`src/rtl/rf_wb_arbiter.sv`:
```
`default_nettype none
// ============================================================================
// Module   : rf_wb_arbiter
// Function : Two-requester register-file writeback arbiter with a registered
//            write port and a pending-write bitmap for hazard queries.
// Config   : RF_WB_RR_EN defined   -> round-robin grant pointer (PRI_A/PRI_B)
//            RF_WB_RR_EN undefined -> fixed priority, B always beats A
// Revision : 1.0 - initial release
// ============================================================================
module rf_wb_arbiter (
  input  logic        clk,
  input  logic        rst,        // asynchronous, active-low
  input  logic        a_valid,
  input  logic [4:0]  a_addr,
  input  logic [31:0] a_data,
  output logic        a_ready,
  input  logic        b_valid,
  input  logic [4:0]  b_addr,
  input  logic [31:0] b_data,
  output logic        b_ready,
  input  logic        stall,
  input  logic        mark_en,
  input  logic [4:0]  mark_addr,
  input  logic [4:0]  q_rs1,
  input  logic [4:0]  q_rs2,
  output logic        busy1,
  output logic        busy2,
  output logic        RFWr,
  output logic [4:0]  A3,
  output logic [31:0] WD,
  output logic        idle
);

  logic [31:0] pending_q, pending_d;
  logic        rfwr_q, rfwr_d;
  logic [4:0]  a3_q, a3_d;
  logic [31:0] wd_q, wd_d;

  logic        w_grant_a;
  logic        w_grant_b;
  logic        w_acc_a;
  logic        w_acc_b;
  logic [4:0]  w_sel_addr;
  logic [31:0] w_sel_data;

`ifdef RF_WB_RR_EN
  typedef enum logic {
    PRI_A = 1'b0,
    PRI_B = 1'b1
  } ptr_t;

  ptr_t ptr_q, ptr_d;

  // Tie-break between simultaneous requesters follows the grant pointer
  always_comb begin
    w_grant_a = a_valid && (!b_valid || (ptr_q == PRI_A));
    w_grant_b = b_valid && !w_grant_a;
  end

  // Pointer moves away from whichever requester was just served
  always_comb begin
    ptr_d = ptr_q;
    if (w_acc_a) begin
      ptr_d = PRI_B;
    end else if (w_acc_b) begin
      ptr_d = PRI_A;
    end
  end

  // Grant pointer register
  always_ff @(posedge clk or negedge rst) begin
    if (!rst) begin
      ptr_q <= PRI_A;
    end else begin
      ptr_q <= ptr_d;
    end
  end
`else
  // Fixed priority: B (load/multi-cycle) always beats A (ALU)
  always_comb begin
    w_grant_b = b_valid;
    w_grant_a = a_valid && !b_valid;
  end
`endif

  // Readies are gated by reset and stall; at most one can be high
  assign a_ready = rst && !stall && w_grant_a;
  assign b_ready = rst && !stall && w_grant_b;
  assign w_acc_a = a_valid && a_ready;
  assign w_acc_b = b_valid && b_ready;

  assign w_sel_addr = w_acc_b ? b_addr : a_addr;
  assign w_sel_data = w_acc_b ? b_data : a_data;

  // Next write-port state: pulse RFWr only for accepted non-zero destinations
  always_comb begin
    rfwr_d = 1'b0;
    a3_d   = a3_q;
    wd_d   = wd_q;
    if ((w_acc_a || w_acc_b) && (w_sel_addr != 5'd0)) begin
      rfwr_d = 1'b1;
      a3_d   = w_sel_addr;
      wd_d   = w_sel_data;
    end
  end

  // Pending bitmap: commit clears, issue marks, mark wins on collision
  always_comb begin
    pending_d = pending_q;
    if (rfwr_q) begin
      pending_d[a3_q] = 1'b0;
    end
    if (mark_en && (mark_addr != 5'd0)) begin
      pending_d[mark_addr] = 1'b1;
    end
    pending_d[0] = 1'b0;
  end

  // Write port and bitmap registers; reset drops any in-flight write
  always_ff @(posedge clk or negedge rst) begin
    if (!rst) begin
      rfwr_q    <= 1'b0;
      a3_q      <= 5'd0;
      wd_q      <= 32'd0;
      pending_q <= 32'd0;
    end else begin
      rfwr_q    <= rfwr_d;
      a3_q      <= a3_d;
      wd_q      <= wd_d;
      pending_q <= pending_d;
    end
  end

  assign RFWr  = rfwr_q;
  assign A3    = a3_q;
  assign WD    = wd_q;
  assign busy1 = pending_q[q_rs1];
  assign busy2 = pending_q[q_rs2];
  assign idle  = (pending_q == 32'd0) && !rfwr_q;

endmodule
`default_nettype wire

```
`config.mk`:
```
export PLATFORM = sky130hd
export DESIGN_NAME = rf_wb_arbiter
export DESIGN_NICKNAME = d
export VERILOG_FILES = /design/src/rtl/rf_wb_arbiter.sv
export SDC_FILE = /design/constraint.sdc
export NUM_CORES = 1
export LEC_CHECK = 0
export CORE_MARGIN = 8
export CORE_UTILIZATION = 47
export CTS_CLUSTER_DIAMETER = 200
export DETAILED_ROUTE_END_ITERATION = 6
export PLACE_DENSITY = 0.79
export SLEW_MARGIN = 20
export SYNTH_ARGS = -nofsm -noshare
export SYNTH_HDL_FRONTEND = slang
export SYNTH_SLANG_ARGS = --single-unit
export TNS_END_PERCENT = 20
```
`constraint.sdc`:
```
create_clock -name clk -period 2.9 [get_ports clk]
set_clock_uncertainty 0.2 [all_clocks]
set_input_delay 0.58 -clock clk [delete_from_list [all_inputs] [get_ports clk]]
set_output_delay 0.58 -clock clk [all_outputs]
set_load 0.02 [all_outputs]
```
Yosys cells after proc, flatten, opt, wreduce, memory -nomap -nowiden
Index checks and enable logic that the tools add are counted.
Word-level totals
  output and inout bits: 43
  bits in registers: 69
  word-level logic and storage cells: 44
  input bits: 95
Operators by class
  order comparisons: 6
  reduce and logical (&&, ||, !) cells: 18
  bitwise operators: 3
  muxes and demuxes: 13
Operators by type and width (number)
  2-to-1 mux 32 bit: 3
  bitwise AND 32 bit: 1
  zero test 32 bit: 1
  inverter 32 bit: 1
  bitwise OR 32 bit: 1
  < comparator 5 x 6 -> 1 bit (second input constant): 4
  logical AND 1 bit: 11
  binary-select mux 1 bit (select 5 bit): 2
  demux 1 bit (select 5 bit): 2
  greater-or-equal comparator 5 x 1 -> 1 bit (second input constant): 2
  nonzero test 5 bit: 2
  2-to-1 mux 1 bit: 5
  2-to-1 mux 5 bit: 1
  zero test 1 bit: 3
  logical OR 1 bit: 1

Longest topological paths before layout
Gate-level depths: netlist of run 1.
  word-level depth: 9
  mapped depth: 8
  gate-level depth less buffers: 6

Worst setup path after synthesis of run 1
OpenSTA, ideal clock, no wires.
  kind: in2out
  from: input port q_rs1[0]
  to: output port busy1
  cell stages on the path: 5
  data required time: 2.120 ns
  path slack: 0.234 ns
  path buffers: 1
  arrival: 1.886 ns
  cell sequence: buf_2 -> mux4_2 -> mux2i_1 -> nor3b_1 -> or3_1
On the way
  cells in the longest elaborated chain, start to end: 2
Ends and longest elaborated chain
  start: declaration: RTL line 24  | input logic [4:0] q_rs1,
  binary-select mux 1 bit (select 5 bit): RTL line 137  | assign busy1 = pending_q[q_rs1];
  2-to-1 mux 1 bit (not written as such): RTL line 137
  end: declaration: RTL line 26  | output logic busy1,
Every way passes these cells. The select of a mux whose other input is x is not followed.

Worst setup path in the final report of run 1
  from: input port q_rs1[2]
  to: output port busy1
Same word-level chain as after synthesis.

==> results of run 1 <==
[registers in the layout, summed over array words and instances, names as in the netlist]
name and cells:
WD 32, RFWr 1, A3 5, pending_q 31
[cell type report]
cell class	instances	share of cell area [%]
Clock inverter	7	1.47
Sequential cell	69	28.2
Inverter	2	0.143
Tap cell	111	2.27
Timing Repair Buffer	163	26.0
Clock buffer	9	2.03
Multi-Input combinational cell	326	39.8
[timing repair]
item | CTS | global route
setup buffers | 4 | 0
cloned | 3 | 0
endpoints found under the setup margin | 2 | 3
resized for setup | 29 | 11
pin swaps | 2 | 1
[report_power, final]
part	total [W]	leakage (nW)	internal (W)	switching, W
Clock	0.000851	0.105	0.000479	0.000372
Combinational	0.00121	1.44	0.000626	0.000583
Sequential	0.00147	0.732	0.00120	0.000272
[cell usage in the layout, fill, tap and decap left out, types with 3 or more instances in the layout]
| master | Yosys | final |
|---|---|---|
| nand4_1 | 4 | 4 |
| nand3b_1 | 9 | 9 |
| o21ai_1 | 56 | 56 |
| buf_2 | 6 | 4 |
| a21oi_1 | 38 | 38 |
| mux2i_1 | 24 | 24 |
| clkbuf_8 | 0 | 9 |
| nand3_1 | 11 | 11 |
| clkinv_2 | 1 | 4 |
| clkdlybuf4s50_1 | 0 | 124 |
| dlygate4sd2_1 | 0 | 4 |
| mux4_2 | 6 | 6 |
| a22oi_1 | 4 | 4 |
| nor2_1 | 7 | 7 |
| nor2b_1 | 7 | 6 |
| nor3_1 | 5 | 5 |
| or3_1 | 5 | 5 |
| o21ai_0 | 13 | 13 |
| a31oi_1 | 3 | 3 |
| buf_4 | 0 | 22 |
| nand2_1 | 73 | 73 |
| a31oi_4 | 29 | 29 |
| dfrtp_1 | 69 | 69 |
| or3b_1 | 3 | 3 |
| nor4_1 | 8 | 6 |
[layer usage]
metal / share of wire [%] / up-vias
li1: - / 1867
met1: 39 / 1920
met2: 48 / 201
met3: 10 / 34
met4: 2.9 / 0
met5: 0 / -
[how the worst max path moves through the flow]
stage | end | cells after the start | slack (ns) | from
6_report | busy1 | 8 | 0.08 | q_rs1[2]
5_1_grt | busy1 | 8 | -0.02 | q_rs1[2]
4_1_cts | busy2 | 6 | 0.007 | q_rs2[0]
3_5_place_dp | busy2 | 6 | -0.75 | q_rs2[0]
3_3_place_gp | busy2 | 6 | -0.72 | q_rs2[0]
2_1_floorplan | busy1 | 5 | 0.23 | q_rs1[0]
[logic make-up after synthesis]
| logic type | share of synthesized area (%) |
|---|---|
| compound gates | 29.7 |
| buf+inv | 3.88 |
| flops | 40.3 |
| mux | 9.08 |
| simple gates | 17.0 |
[per-stage QoR]
step	utilization (%)	setup TNS [ns]	hold slack [ns]	power, W	cells
after CTS	67.6	0	0.338	0.00352	687
after floorplan	-	0	0.0844	0.00209	422
after detailed placement	64.3	-1.50	0.339	0.00266	664
final	67.8	0	0.302	0.00353	687
after global routing	67.8	-0.0187	0.371	0.00371	687
after global placement	64.3	-1.42	0.329	0.00262	664
==> flow_metrics.env, run 1 <==
export IMPL_outcome="completed"
export IMPL_cts_htree_levels=3
export IMPL_wl_per_cell_um=20.1
export IMPL_port_buffers=137
export IMPL_num_nets_final=666
export IMPL_clk_latency_ns=0.34
export IMPL_maxSlewViolCount=0
export IMPL_drive_above_1_share_pct=17.0
export IMPL_overflow=0
export IMPL_post_route_period_util_pct=97.2
export IMPL_met2_usage_pct=35.2
export IMPL_fp_dieH_um=111
export IMPL_slowest_stage="or3_1"
export IMPL_synth_area_leaders="dfrtp_1, a31oi_4, o21ai_1"
export IMPL_critPathMaxFanout=5
export IMPL_grt_busiest_layer="met2"
export IMPL_grt_pass1_vias=4302
export IMPL_reg2regPathDepth=3
export IMPL_async_reset_ff_share_pct=100
export IMPL_regToRegSetupSlack_ns=1.31
export IMPL_seqCellArea_sq_mm=0.00173
export IMPL_crit_family="buffers and inverters"
export IMPL_yosys_top_cells_count="nand2_1, dfrtp_1, o21ai_1"
export IMPL_final_area_sq_mm=0.00611
export IMPL_hold_viol=0
export IMPL_multi_input_area_sq_mm=0.00243
export IMPL_cts_buffers=9
export IMPL_dpl_cell_area_sq_mm=0.00580
export IMPL_synth_seq_cells=69
export IMPL_synth_top_cell_area_share_pct=40.3
export IMPL_clk_path_buf_depth=2
export IMPL_r2r_end="pending_q[16]"
export IMPL_fp_dieArea_sq_mm=0.0124
export IMPL_maxCapViolCount=0
export IMPL_yosysMostFrequentCell="nand2_1"
export IMPL_setup_ws_ns=0.0813
export IMPL_grt_pass1_wl_um=22400
export IMPL_gp_congestion=0.905
export IMPL_syn_inst=422
export IMPL_yosys_area_top_type="dfrtp_1"
export IMPL_peakVddDrop_v=0.000283
export IMPL_dr_pass1_iters=5
export IMPL_grt_max_degree=70
export IMPL_start_util_pct=47.5
export IMPL_ios=138
export IMPL_clk_pin_slew_ns=0.07
export IMPL_yosysWarnings=0
export IMPL_cts_sinks=69
export IMPL_worstSetupPathType="in -> out"
export IMPL_rows=35
export IMPL_path_cells="clkdlybuf4s15_1, bufbuf_16, mux2i_1, a22oi_1, nand3_1, o21ai_1, or3_1, buf_4"
export IMPL_power_density_mw_per_mm2=577
export IMPL_avgSynthCellArea_sq_um=10.2
export IMPL_drc=0
export IMPL_die_w_um=111
export IMPL_max_freq_mhz=355
export IMPL_ant_nets=0
export IMPL_cp_num_buf_inv=3
export IMPL_cp_arrival_ns=2.04
export IMPL_place_hpwl_um=10100
export IMPL_routed_via_density=5.85
export IMPL_fill_cells=686
export IMPL_wl_um=13800
export IMPL_synth_area_sq_mm=0.00429
export IMPL_vias=4022
export IMPL_synth_edf_count=0
export IMPL_cts_tree="yes"
export IMPL_tightest_slew_ns=0.882
export IMPL_pre_cts_slack_ns=-0.752
export IMPL_endpoint_kind="output pin"
export IMPL_yosysSeqAreaShare_pct=40.3
export IMPL_slowest_delay_ns=0.34
export IMPL_r2r_start="RFWr"
export IMPL_ctsHoldBuffers=0
export IMPL_startpoint_type="input port"
export IMPL_diodes=0
export IMPL_power_leakage_nw=2.27
export IMPL_core_area_sq_mm=0.00902
export IMPL_synth_cell_types=42
export IMPL_track_usage_pct=21.9
export IMPL_relSlewSlack_pct=41.2
export IMPL_drt_initial_drc_count=219
export IMPL_synthesis_nets=517
export IMPL_use_met1_pct=25.3
export IMPL_root_buffer="clkbuf_8"
export IMPL_post_route_min_period_ns=2.82
export IMPL_ys_dominant_reg_cell="dfrtp_1"
export IMPL_hp_class="in -> async"
export IMPL_worstPathRequired_ns=2.12
export IMPL_antenna_found_initial=0
export IMPL_final_setup_viol_count=0
export IMPL_syn2layout_area_growth_pct=42.6
export IMPL_globalRouteMet3Util_pct=8.71
Power figures use the tool's default switching activity.
==> inputs of run 2 (changes only) <==
==> constraint.sdc (replaced) <==
create_clock -name clk -period 2.65 [get_ports clk]
set_clock_uncertainty 0.2 [all_clocks]
set_input_delay 0.53 -clock clk [delete_from_list [all_inputs] [get_ports clk]]
set_output_delay 0.53 -clock clk [all_outputs]
set_load 0.02 [all_outputs]
==> flow_metrics.env, run 2 (same netlist as run 1, synthesis figures left out) <==
export IMPL_final_cell_mix="clkdlybuf4s50_1, nand2_1, dfrtp_1, o21ai_1, buf_4"
export IMPL_drc=0
export IMPL_post_route_min_period_ns=2.72
export IMPL_setup_ws_ns=-0.0661
export IMPL_cts_tree="yes"
export IMPL_wl_um=14300
export IMPL_ctsHoldBuffers=0
export IMPL_power_density_mw_per_mm2=657
export IMPL_root_buffer="clkbuf_8"
export IMPL_maxCapViolCount=0
export IMPL_fp_dieArea_sq_mm=0.0124
export IMPL_outcome="finished, violations left"
export IMPL_cp_arrival_ns=1.99
export IMPL_seqCellArea_sq_mm=0.00173
export IMPL_rsz0062_at_grt="true"
export IMPL_max_freq_mhz=368
export IMPL_hold_viol=0
export IMPL_tightest_slew_ns=0.604
export IMPL_slowest_delay_ns=0.47
export IMPL_timing_hold_ws_ns=0.0300
export IMPL_wl_per_cell_um=20.2
export IMPL_grt_pass1_vias=4538
export IMPL_clk_pin_slew_ns=0.08
export IMPL_die_w_um=111
export IMPL_peakVddDrop_v=0.000371
export IMPL_slowest_stage="mux4_2"
export IMPL_cts_buffers=9
export IMPL_antenna_found_initial=0
export IMPL_diodes=0
export IMPL_critPathMaxFanout=3
export IMPL_ios=138
export IMPL_hp_class="in -> async"
export IMPL_start_util_pct=47.5
export IMPL_cts_htree_levels=3
export IMPL_instances_no_fill=708
export IMPL_grt_max_degree=48
export IMPL_largest_register_ffs=32
export IMPL_core_area_sq_mm=0.00902
export IMPL_final_setup_viol_count=2
export IMPL_ant_nets=0
export IMPL_crit_family="multiplexers"
export IMPL_drt_initial_drc_count=227
export IMPL_port_buffers=137
export IMPL_vias=4171
export IMPL_cp_num_buf_inv=1
export IMPL_gp_congestion=0.924
export IMPL_path_cells="mux4_2, mux2i_1, nor3b_1, or3_1, buf_6"
export IMPL_startpoint_type="flip-flop"
export IMPL_endpoint_kind="output pin"
export IMPL_cts_sinks=69
export IMPL_power_leakage_nw=2.38
export IMPL_worstPathRequired_ns=1.92
export IMPL_relSlewSlack_pct=59.7
export IMPL_clk_latency_ns=0.35
export IMPL_finish_utilization_pct=69.9
export IMPL_place_hpwl_um=10900
export IMPL_drive_above_1_share_pct=20.3
export IMPL_dr_pass1_iters=5
export IMPL_total_power_w=0.00414
export IMPL_fp_dieH_um=111
export IMPL_rows=35
export IMPL_final_area_sq_mm=0.00630
export IMPL_worstSetupPathType="reg -> out"
export IMPL_multi_input_area_sq_mm=0.00242
export IMPL_dpl_cell_area_sq_mm=0.00600
export IMPL_maxSlewViolCount=0
export IMPL_routed_via_density=5.89
export IMPL_track_usage_pct=22.4
export IMPL_syn2layout_area_growth_pct=47.1
export IMPL_clk_path_buf_depth=2
export IMPL_post_route_period_util_pct=102
export IMPL_grt_pass1_wl_um=22700
export IMPL_final_common_cell="clkdlybuf4s50_1"
export IMPL_num_nets_final=687
export IMPL_fill_cells=673
export IMPL_violations="setup timing"
export IMPL_overflow=0
export IMPL_dp_cells=686
[run 2: worst paths after layout]
path | from | endpoint | slack (ns) | cells after the start
hold / removal | rst | WD[12] | 0.03 | 2
setup / recovery | pending_q[23] | busy1 | -0.07 | 5
max in group asynchronous | rst | pending_q[29] | 1.68 | 2
setup reg to reg | A3[1] | pending_q[4] | 0.99 | 3
min in group clk | WD[1] | WD[1] | 0.36 | 2
hold reg to reg | WD[1] | WD[1] | 0.36 | 2
[run 2: per-stage QoR]
| step | worst slack (ns) | setup TNS (ns) |
|---|---|---|
| global placement | -0.914 | -1.75 |
| global route | -0.133 | -0.223 |
| floorplan | 0.0843 | 0 |
| CTS | -0.0740 | -0.123 |
| finish | -0.0661 | -0.109 |
| detailed placement | -0.924 | -1.83 |
[run 2: timing repair]
action                     CTS  global route
setup endpoints to repair    3             4
pin swaps                    2             0
gates cloned                 1             0
setup buffers                4             1
gates resized for setup     40             4
[run 2: final cells by class]
type	count	share of cell area, %
sequential	69	27.4
tap	111	2.20
multi-input combinational	326	38.4
timing repair buffer	184	28.0
inverter	2	0.139
clock buffer	10	2.02
clock inverter	6	1.77
[run 2: power breakdown]
group / internal [W] / switching (W) / total [W]
logic: 0.000785 / 0.000706 / 0.00149
clock network: 0.000626 / 0.000424 / 0.00105
registers: 0.00131 / 0.000292 / 0.00160
[run 2: routing by layer]
layer  part of all wire [%]  vias to the layer above  global-route usage (%)
li1                       -                     1910                       -
met1                     37                     1995                    23.4
met2                     49                      225                    38.6
met3                     11                       41                    9.78
met4                    3.2                        0                    8.89
met5                      0                        -                       0
==> inputs of run 3 (changes only) <==
--- a/config.mk
+++ b/config.mk
@@ -5,6 +5,7 @@
 export SDC_FILE = /design/constraint.sdc
 export NUM_CORES = 1
 export LEC_CHECK = 0
+export CORE_ASPECT_RATIO = 1.2
 export CORE_MARGIN = 8
 export CORE_UTILIZATION = 47
 export CTS_CLUSTER_DIAMETER = 200
==> flow_metrics.env, run 3 (same netlist as run 1, synthesis figures left out) <==
export IMPL_outcome="finished, violations left"
export IMPL_violations="setup timing"
export IMPL_cts_buffers=9
export IMPL_num_nets_final=680
export IMPL_endpoint_kind="output pin"
export IMPL_antenna_found_initial=0
export IMPL_worstPathRequired_ns=1.92
export IMPL_fp_dieArea_sq_mm=0.0124
export IMPL_maxCapViolCount=0
export IMPL_r2r_end="pending_q[24]"
export IMPL_largest_register_ffs=32
export IMPL_final_setup_viol_count=2
export IMPL_fp_dieH_um=121
export IMPL_fill_cells=701
export IMPL_grt_pass1_vias=4526
export IMPL_drt_initial_drc_count=242
export IMPL_peakVddDrop_v=0.000393
export IMPL_start_util_pct=47.9
export IMPL_clk_latency_ns=0.34
export IMPL_hold_viol=0
export IMPL_startpoint_type="input port"
export IMPL_post_route_period_util_pct=102
export IMPL_rows=38
export IMPL_cp_arrival_ns=1.96
export IMPL_final_common_cell="clkdlybuf4s50_1"
export IMPL_diodes=0
export IMPL_critPathMaxFanout=6
export IMPL_tightest_slew_ns=0.596
export IMPL_r2r_start="A3[1]"
export IMPL_cts_tree="yes"
export IMPL_worstSetupPathType="in -> out"
export IMPL_vias=4124
export IMPL_port_buffers=137
export IMPL_final_cell_mix="clkdlybuf4s50_1, nand2_1, dfrtp_1, o21ai_1, a21oi_1"
export IMPL_place_hpwl_um=10600
export IMPL_cts_htree_levels=3
export IMPL_power_density_mw_per_mm2=614
export IMPL_postCtsSetupBuffers=0
export IMPL_timing_hold_ws_ns=0.0356
export IMPL_post_route_min_period_ns=2.69
export IMPL_relSlewSlack_pct=60.0
export IMPL_wl_um=13900
export IMPL_track_usage_pct=22.8
export IMPL_clk_pin_slew_ns=0.07
export IMPL_power_leakage_nw=2.32
export IMPL_hp_class="in -> async"
export IMPL_grt_max_degree=47
export IMPL_wl_per_cell_um=19.6
export IMPL_overflow=0
export IMPL_gp_congestion=0.926
export IMPL_rsz0062_at_grt="true"
export IMPL_root_buffer="clkbuf_8"
export IMPL_dr_pass1_iters=4
export IMPL_ctsHoldBuffers=0
export IMPL_clk_path_buf_depth=2
export IMPL_setup_ws_ns=-0.0407
export IMPL_regToRegSetupSlack_ns=1.05
export IMPL_reg2regPathDepth=3
export IMPL_cts_sinks=69
export IMPL_grt_pass1_wl_um=22200
export IMPL_drc=0
export IMPL_maxSlewViolCount=0
export IMPL_syn2layout_area_growth_pct=43.5
export IMPL_drive_above_1_share_pct=19.4
export IMPL_routed_via_density=5.82
export IMPL_ios=138
export IMPL_ant_nets=0
export IMPL_pre_cts_slack_ns=-0.916
export IMPL_max_freq_mhz=372
export IMPL_die_w_um=103
export IMPL_core_area_sq_mm=0.00894
run 3: changes by cell type in the layout (fill, tap and decap cells not counted), sizes merged, moves of 2 or more:
cell / delta
buf: -8
dlygate4sd2: -2
bufinv: -3
clkbuf: +5
run 3: worst max-delay path, stage by stage:
cell           delay [ns]
dlygate4sd2_1        0.26
buf_6                0.14
a2111oi_1            0.38
o21ai_1              0.11
or3_1                0.39
buf_6                0.14
run 3: final cells by class:
cell class | count | area, sq um | area share (%)
multi-input combinational | 326 | 2420 | 39.4
sequential | 69 | 1730 | 28.1
timing repair buffer | 177 | 1680 | 27.2
clock buffer | 12 | 155 | 2.52
tap | 120 | 150 | 2.44
clock inverter | 2 | 10.0 | 0.163
inverter | 2 | 8.76 | 0.142
run 3: how the worst max path moves through the flow:
stage / start / to
2_1_floorplan: q_rs1[0] / busy1
3_3_place_gp: q_rs2[0] / busy2
3_5_place_dp: q_rs2[0] / busy2
4_1_cts: q_rs1[1] / busy1
5_1_grt: pending_q[23] / busy2
6_report: q_rs2[2] / busy2
run 3: where the power goes:
part	switching (W)	internal, W	total, W
combinational	0.000684	0.000748	0.00143
sequential	0.000278	0.00131	0.00159
clock	0.000377	0.000378	0.000754
run 3: timing repair:
action / CTS / global route
resized for setup: 32 / 18
pin swaps: 0 / 2
endpoints found under the setup margin: 3 / 5
run 3: stage by stage:
| step | instances | TNS [ns] | total power [W] | utilization [%] | cell area [sq um] |
|---|---|---|---|---|---|
| CTS | 708 | -0.145 | 0.00376 | 68.7 | 6140 |
| finish | 708 | -0.0744 | 0.00377 | 68.8 | 6150 |
| global route | 708 | -0.184 | 0.00396 | 68.8 | 6150 |
| detailed placement | 694 | -2.48 | 0.00300 | 66.8 | 5970 |
| floorplan | 422 | 0 | 0.00229 | - | 4290 |
| global placement | 694 | -2.44 | 0.00295 | 66.8 | 5970 |
run 3: routing by layer:
layer / global-route usage [%] / part of all wire, % / vias up
met5: 0 / 0 / -
met4: 9.07 / 3.1 / 0
met3: 10.2 / 12 / 38
met2: 37.6 / 49 / 238
met1: 24.8 / 36 / 1954
li1: - / - / 1894
